$ cat src/rtl/pipe_stage_fwd_reg_if.sv
// Bundle of stage-control, payload, operand and forwarding signals for pipe_stage_fwd_reg.
// The master modport drives the stage inputs. The slave modport is the stage itself.
interface pipe_stage_fwd_reg_if #(
    parameter int unsigned PAYLOAD_W = 96,
    parameter int unsigned DATA_W    = 32,
    parameter int unsigned NUM_OPS   = 2,
    parameter int unsigned NUM_FWD   = 3,
    parameter int unsigned CNT_W     = 16
);
    logic                         run;
    logic                         bubble;
    logic                         flush;
    logic                         in_valid;
    logic [PAYLOAD_W-1:0]         in_payload;
    logic [NUM_OPS*DATA_W-1:0]    in_op;
    logic [NUM_OPS*NUM_FWD-1:0]   in_fwd_sel;
    logic [NUM_FWD*DATA_W-1:0]    fwd_data;
    logic                         out_valid;
    logic [PAYLOAD_W-1:0]         out_payload;
    logic [NUM_OPS*DATA_W-1:0]    out_op;
    logic [NUM_OPS*NUM_FWD-1:0]   out_fwd_sel;
    logic [CNT_W-1:0]             bubble_cnt;

    modport master (
        output run, bubble, flush, in_valid, in_payload, in_op, in_fwd_sel, fwd_data,
        input  out_valid, out_payload, out_op, out_fwd_sel, bubble_cnt
    );

    modport slave (
        input  run, bubble, flush, in_valid, in_payload, in_op, in_fwd_sel, fwd_data,
        output out_valid, out_payload, out_op, out_fwd_sel, bubble_cnt
    );
endinterface

$ cat src/rtl/pipe_stage_fwd_reg.sv
// ID->EX class pipeline register with per-operand forwarding muxes after the flops.
// While stalled, a forwarded value is frozen into the operand register, so it survives
// the source stage moving on. The stage also keeps a saturating count of inserted bubbles.
module pipe_stage_fwd_reg #(
    parameter int unsigned PAYLOAD_W = 96,
    parameter int unsigned DATA_W    = 32,
    parameter int unsigned NUM_OPS   = 2,
    parameter int unsigned NUM_FWD   = 3,
    parameter int unsigned CNT_W     = 16
) (
    input  logic                  clk,
    input  logic                  rst,
    pipe_stage_fwd_reg_if.slave   bus
);

    logic                                 r_valid;
    logic [PAYLOAD_W-1:0]                 r_payload;
    logic [NUM_OPS-1:0][DATA_W-1:0]       r_op;
    logic [NUM_OPS-1:0][NUM_FWD-1:0]      r_sel;
    logic [CNT_W-1:0]                     r_cnt;

    logic [NUM_OPS-1:0][DATA_W-1:0]       w_in_op;
    logic [NUM_OPS-1:0][NUM_FWD-1:0]      w_in_sel;
    logic [NUM_FWD-1:0][DATA_W-1:0]       w_fwd;
    logic [NUM_OPS-1:0][DATA_W-1:0]       w_op;
    logic                                 w_clear;

    assign w_in_op  = bus.in_op;
    assign w_in_sel = bus.in_fwd_sel;
    assign w_fwd    = bus.fwd_data;
    assign w_clear  = bus.flush | bus.bubble;

    // Forward mux: the highest set select bit (the newest source) wins, so scan upward and overwrite.
    always_comb begin
        for (int i = 0; i < NUM_OPS; i++) begin
            w_op[i] = r_op[i];
            for (int k = 0; k < NUM_FWD; k++) begin
                if (r_sel[i][k]) begin
                    w_op[i] = w_fwd[k];
                end
            end
        end
    end

    // Stage register: priority is flush/bubble clear, then load, then hold with the operand freeze.
    always_ff @(posedge clk or posedge rst) begin
        if (rst) begin
            r_valid   <= 1'b0;
            r_payload <= '0;
            r_op      <= '0;
            r_sel     <= '0;
        end else if (w_clear) begin
            r_valid   <= 1'b0;
            r_payload <= '0;
            r_op      <= '0;
            r_sel     <= '0;
        end else if (bus.run) begin
            r_valid   <= bus.in_valid;
            r_payload <= bus.in_payload;
            r_op      <= w_in_op;
            r_sel     <= w_in_sel;
        end else begin
            for (int i = 0; i < NUM_OPS; i++) begin
                if (r_sel[i] != '0) begin
                    r_op[i]  <= w_op[i];
                    r_sel[i] <= '0;
                end
            end
        end
    end

    // Bubble counter: flush and bubble on the same edge count once. The count sticks at all-ones.
    always_ff @(posedge clk or posedge rst) begin
        if (rst) begin
            r_cnt <= '0;
        end else if (w_clear && (r_cnt != {CNT_W{1'b1}})) begin
            r_cnt <= r_cnt + 1'b1;
        end
    end

    assign bus.out_valid   = r_valid;
    assign bus.out_payload = r_payload;
    assign bus.out_op      = w_op;
    assign bus.out_fwd_sel = r_sel;
    assign bus.bubble_cnt  = r_cnt;

endmodule

$ cat src/flat_wrapper.sv
// flat-port wrapper written by rule: the top's interface ports become plain ports
module pipe_stage_fwd_reg_flat 
#(
    parameter int unsigned PAYLOAD_W = 96,
    parameter int unsigned DATA_W    = 32,
    parameter int unsigned NUM_OPS   = 2,
    parameter int unsigned NUM_FWD   = 3,
    parameter int unsigned CNT_W     = 16
)
  (clk, rst, bus_run, bus_bubble, bus_flush, bus_in_valid, bus_in_payload, bus_in_op, bus_in_fwd_sel, bus_fwd_data, bus_out_valid, bus_out_payload, bus_out_op, bus_out_fwd_sel, bus_bubble_cnt);
  pipe_stage_fwd_reg_if #(.PAYLOAD_W(PAYLOAD_W), .DATA_W(DATA_W), .NUM_OPS(NUM_OPS), .NUM_FWD(NUM_FWD), .CNT_W(CNT_W)) bus_i ();
  input  logic clk;
  input  logic rst;
  input wire logic [$bits(bus_i.run)-1:0] bus_run;
  input wire logic [$bits(bus_i.bubble)-1:0] bus_bubble;
  input wire logic [$bits(bus_i.flush)-1:0] bus_flush;
  input wire logic [$bits(bus_i.in_valid)-1:0] bus_in_valid;
  input wire logic [$bits(bus_i.in_payload)-1:0] bus_in_payload;
  input wire logic [$bits(bus_i.in_op)-1:0] bus_in_op;
  input wire logic [$bits(bus_i.in_fwd_sel)-1:0] bus_in_fwd_sel;
  input wire logic [$bits(bus_i.fwd_data)-1:0] bus_fwd_data;
  output wire logic [$bits(bus_i.out_valid)-1:0] bus_out_valid;
  output wire logic [$bits(bus_i.out_payload)-1:0] bus_out_payload;
  output wire logic [$bits(bus_i.out_op)-1:0] bus_out_op;
  output wire logic [$bits(bus_i.out_fwd_sel)-1:0] bus_out_fwd_sel;
  output wire logic [$bits(bus_i.bubble_cnt)-1:0] bus_bubble_cnt;
  assign bus_i.run = bus_run;
  assign bus_i.bubble = bus_bubble;
  assign bus_i.flush = bus_flush;
  assign bus_i.in_valid = bus_in_valid;
  assign bus_i.in_payload = bus_in_payload;
  assign bus_i.in_op = bus_in_op;
  assign bus_i.in_fwd_sel = bus_in_fwd_sel;
  assign bus_i.fwd_data = bus_fwd_data;
  assign bus_out_valid = bus_i.out_valid;
  assign bus_out_payload = bus_i.out_payload;
  assign bus_out_op = bus_i.out_op;
  assign bus_out_fwd_sel = bus_i.out_fwd_sel;
  assign bus_bubble_cnt = bus_i.bubble_cnt;
  pipe_stage_fwd_reg #(.PAYLOAD_W(PAYLOAD_W), .DATA_W(DATA_W), .NUM_OPS(NUM_OPS), .NUM_FWD(NUM_FWD), .CNT_W(CNT_W)) u_core (.clk(clk), .rst(rst), .bus(bus_i));
endmodule
$ cat config.mk
export PLATFORM = sky130hd
export DESIGN_NAME = pipe_stage_fwd_reg_flat
export DESIGN_NICKNAME = d
export VERILOG_FILES = /design/src/rtl/pipe_stage_fwd_reg_if.sv /design/src/rtl/pipe_stage_fwd_reg.sv /design/src/flat_wrapper.sv
export SDC_FILE = /design/constraint.sdc
export NUM_CORES = 1
export LEC_CHECK = 0
export CAP_MARGIN = 20
export CORE_AREA = 4 4 175 177
export CTS_CLUSTER_DIAMETER = 50
export CTS_CLUSTER_SIZE = 8
export DETAILED_ROUTE_END_ITERATION = 12
export DIE_AREA = 0 0 179 181
export PLACE_DENSITY = 0.69
export RECOVER_POWER = 100
export SLEW_MARGIN = 10
export SYNTH_ARGS = -nofsm -noshare
export SYNTH_HDL_FRONTEND = slang
export SYNTH_SLANG_ARGS = --single-unit
export TNS_END_PERCENT = 30
$ cat constraint.sdc
create_clock -name clk -period 11.8 [get_ports clk]
set_input_delay 1.77 -clock clk [delete_from_list [all_inputs] [get_ports clk]]
set_output_delay 1.77 -clock clk [all_outputs]
set_load 0.02 [all_outputs]
Yosys cells after proc, flatten, opt, wreduce, memory -nomap -nowiden
Cells that the tools add are included.

Input bits: 268. Output and inout port bits: 183. Bits in registers: 183. Logic and storage cells: 34.

Multiplexer cells: 18. Reduce and logical (&&, ||, !) cells: 6. Equality and inequality tests: 1. Add/sub/neg operators: 1. Bitwise gates (word level): 1.

Operator list (count): two-way mux 32 bit (8); two-way mux 96 bit (2); two-way mux 64 bit (2); adder 16 x 1 -> 16 bit (second input constant) (1); inequality test 16 bit (second input constant) (1); two-way mux 6 bit (2); nonzero test 3 bit (4); two-way mux 3 bit (2); two-way mux 1 bit (2); nonzero test 2 bit (1); logical AND 1 bit (1); bitwise OR 1 bit (1).

Logic depth before layout (Yosys ltp)
Depth in word-level cells: 6. Gate-level depth with buffers: 6. Mapped depth without buffers: 5.

Worst setup path before layout
No wires, ideal clock.

Path kind: input-to-output. Start: input bus_fwd_data[30]. End: output bus_out_op[30]. Required time: 10.030 ns. Path slack: 7.552 ns. Buffers on the path: 0. Stages: 3. Arrival time: 2.478 ns. Path through: mux2_2 > mux2i_1 > o21ai_0.

Cells in the longest elaborated chain, start to end: 3.

RTL lines: start, declared (line flat_wrapper.sv:21) `input wire logic [$bits(bus_i.fwd_data)-1:0] bus_fwd_data;`; two-way mux 32 bit (3 in series) (line pipe_stage_fwd_reg.sv:38) `if (r_sel[i][k]) begin`; end, declared (line flat_wrapper.sv:24) `output wire logic [$bits(bus_i.out_op)-1:0] bus_out_op;`.

Every way passes these cells.

Final worst setup path
Start: register u_core.r_sel, in the netlist u_core.bus.out_fwd_sel[1]. End: output bus_out_op[14].

Cells in the longest elaborated chain, start to end: 2.

RTL lines: start, declared (line pipe_stage_fwd_reg.sv:19) `logic [NUM_OPS-1:0][NUM_FWD-1:0] r_sel;`; start signal, assigned (line pipe_stage_fwd_reg.sv:61) `r_sel <= w_in_sel;`; two-way mux 32 bit (2 in series) (line pipe_stage_fwd_reg.sv:38).

Every way passes these cells.

==> results by group <==
Setup path
  • CP Data Arrival Time: 4.35 ns
  • Reg-to-Reg End: u_core.r_op[48]
  • FF-to-FF Start: u_core.bus.out_fwd_sel[5]
  • Critical Path Fanout Max: 33
  • Critical Path End Type: output port
  • Setup slack of the most critical reg-to-reg path: 8.12 ns
  • Worst r2r path cells: 3
  • Data required time of the worst path: around 10 ns
  • Startpoint type of the worst setup path: register
  • Type of the worst setup path: reg -> out

CTS
  • Clock insertion delay at the later pin of the skew report: 0.44 ns
  • Clock tree root buffer cell: sky130_fd_sc_hd__clkbuf_16
  • Deepest clock path buffer count: 2
  • Setup fix buffers added after clock tree synthesis: 0
  • TritonCTS clock tree: yes
  • Cts repair resizes: 0
  • Number of buffers inserted during clock tree synthesis: 17
  • Total number of clock tree sinks: approximately 180
  • Clk slew on worst S/H paths: 0.08 ns
  • Number of H-tree branching levels: 4
  • Hold buffer count at cts: 0

Flow run
  • # Max-Cap Violations: 7

STA
  • Hold_ws: 0.516 ns
  • Setup TNS Final: 0 ns
  • Share of the clock period used by the worst path: 51.8%
  • Transition time of the tightest slew-check pin: 5.21 ns
  • Hold violation total from the final report: 0
  • Unrepaired setup endpoints after global routing: false
  • Number of setup violations in the final report: 0
  • Final Critical Period: between 6 and 7 ns
  • Highest clock frequency the design can meet: 0.163 GHz
  • Fin. max-slew vios: 437
  • Worst slew slack as a fraction of its limit: -249%
  • Maximum clock skew at final layout: between 0.015 and 0.02 ns

Yosys
  • Number of different library cells in the post-synthesis netlist: 32
  • Netlist Area Pre-Place: 9660 um2
  • Post-Syn Area per Cell: 10.7 um2
  • Most common library cells after synthesis: 183 x sky130_fd_sc_hd__dfrtp_1, 162 x sky130_fd_sc_hd__mux2i_1, 103 x sky130_fd_sc_hd__nor2_1
  • Fraction of registers with async set/reset: 100%
  • Fraction of synthesized cell area taken by the top area cell type: approximately 47%
  • Synthesized flop and latch total: 183
  • Post-synthesis cell count: 899
  • Biggest area contributors in the synthesized netlist: sky130_fd_sc_hd__dfrtp_1 47%, sky130_fd_sc_hd__mux2i_1 17%, sky130_fd_sc_hd__mux2_2 7.6%
  • Dominant synthesized flop cell: sky130_fd_sc_hd__dfrtp_1
  • Library cell with the largest summed area after synthesis: sky130_fd_sc_hd__dfrtp_1
  • Sequential share of the synthesized area: 47.4%
  • Count of flip-flops with a built-in enable after synthesis: 0
  • YS warnings: 0
  • Synthesized netlist net count: 1168
  • Cell with the most instances after synthesis: sky130_fd_sc_hd__dfrtp_1

Detailed routing
  • Total DRC errors in the routed layout: 0
  • Routed length per instance: between 20 and 25 um
  • Via density per instance: just under 5
  • Drt first-iter violations: 439
  • Total wire length: ~35000 um
  • Router iterations before antenna repair: 4
  • Count of vias placed by the detailed router: 8380
  • Antenna violation net count after detailed routing: 0

Min path
  • Beginning of the worst hold path: u_core.bus.out_payload[45]
  • Worst min path class: reg -> reg
  • Hold worst-path end: u_core.bus.out_payload[45]
  • Number of cells on the worst hold path: 2

Finish
  • Filler cell count: 2666
  • Proportion of layout cells with a drive suffix above 1: 8.58%
  • Net count reported at finish: about 1600
  • Area delta synth->final: 55.2%

Placed design
  • Final estimated routing congestion in global placement: 0.788
  • PortBufs: 450
  • Half-perimeter wire length of the detailed placement result: 24500 um

Global routing
  • Wire length of the first global-routing pass: 52100 um
  • Overall track demand over capacity in global routing: 20.9%
  • Vias in the first global route: 8727
  • Remaining Overflow, GRT: 0
  • Maximum number of pins on one net before global-route repair: between 100 and 150
  • Number of antenna violations at the first check in global routing: 6

Power
  • Power density over cell area: 116 nW/um2
  • Power Total: 1.74 mW
  • Static leakage: between 7 and 8 nW
  • Worst IR Drop VDD: about 0.091 mV

Floorplanning
  • Num ports: about 450
  • Row cnt: between 60 and 70
  • Starting utilization of the core area: 33.0%
  • Die Outline Area: 32400 um2
  • Die width: about 180 um
  • DIE HEIGHT: about 180 um
  • Core Region: 29200 um2

Status
  • Run status: finished, violations left
  • Failing checks: max-capacitance violations, max-slew violations
[how the worst max path moves through the flow]
stage | start | endpoint | slack (ns) | depth (start not counted)
floorplan | rst | u_core.bus.bubble_cnt[0] | 5.06 | 1
global placement | bus_fwd_data[31] | bus_out_op[63] | 6.53 | 5
detailed placement | bus_fwd_data[31] | bus_out_op[63] | 6.52 | 5
CTS | bus_fwd_data[31] | bus_out_op[63] | 6.50 | 5
global route | rst | u_core.bus.out_fwd_sel[4] | 4.92 | 2
finish | u_core.bus.out_fwd_sel[1] | bus_out_op[14] | 5.68 | 4
[report_power, final]
group	switching, mW	internal (mW)
sequential	0.0404	0.667
clock	0.293	0.312
combinational	0.206	0.218
[metrics by stage]
| step | instance area, um2 | utilization [%] | cells | worst slack [ns] |
|---|---|---|---|---|
| 2_1_floorplan | 9660 | - | 899 | 5.06 |
| 3_3_place_gp | 14400 | 49.3 | 1675 | 6.53 |
| 3_5_place_dp | 14400 | 49.3 | 1675 | 6.52 |
| 4_1_cts | 15000 | 51.4 | 1707 | 6.50 |
| 5_1_grt | 15000 | 51.2 | 1709 | 4.92 |
| 6_report | 15000 | 51.2 | 1709 | 5.68 |
[layer usage]
layer  vias to the layer above  global-route usage, %  routed length [um]
met5                         -                      0                  60
met4                         8                   6.36                 827
met3                        50                   9.00                3730
met2                       332                   34.6               16500
met1                      4051                   24.4               13800
li1                       3939                      -                   -
[cell families after synthesis]
logic type                 share of synthesized area (%)
and+or+nand+nor                                     12.9
xor gates and xnor gates                            1.18
DFF                                                 47.4
muxes                                               24.4
AOI/OAI and AO/OA                                   10.4
adders and majority gates                          0.130
buffers and inverters                               3.64
[cell type report]
class	count	area [um2]	share of cell area [%]
diodes	2	5.00	0.0334
clock buffers	18	439	2.93
clock inverters	14	178	1.19
inverters	3	12.5	0.0835
multi-input cells	638	4710	31.4
flip-flops and latches	183	4580	30.6
well taps	390	488	3.26
repair buffers	461	4570	30.5
[worst max-delay path, stage by stage, from the launching register on]
cell	delay (ns)
sky130_fd_sc_hd__dfrtp_2	0.35
sky130_fd_sc_hd__clkbuf_1	2.15
sky130_fd_sc_hd__mux2i_1	0.27
sky130_fd_sc_hd__o21ai_0	0.42
sky130_fd_sc_hd__clkdlybuf4s50_1	0.68
[registers in the layout, indices dropped and copies added (netlist names)]
signal / cells
u_core.bus.out_fwd_sel: 6
u_core.bus.bubble_cnt: 16
u_core.bus.out_payload: 96
u_core.r_op: 64
u_core.bus.out_valid: 1
[layout by cell type, fill, tap and decap left out, drive strengths merged, types with 4 or more instances in the layout]
master           n
and3             7
buf              6
clkbuf          24
clkdlybuf4s50  296
clkinv           4
dfrtp          183
dlygate4sd3    153
inv             10
mux2            65
mux2i          162
nand2           70
nand2b          64
nand3            5
nand4            4
nor2           103
nor3             5
nor4             5
o211a           64
o21ai           64
xor2            11
Power figures use the tool's default switching activity.
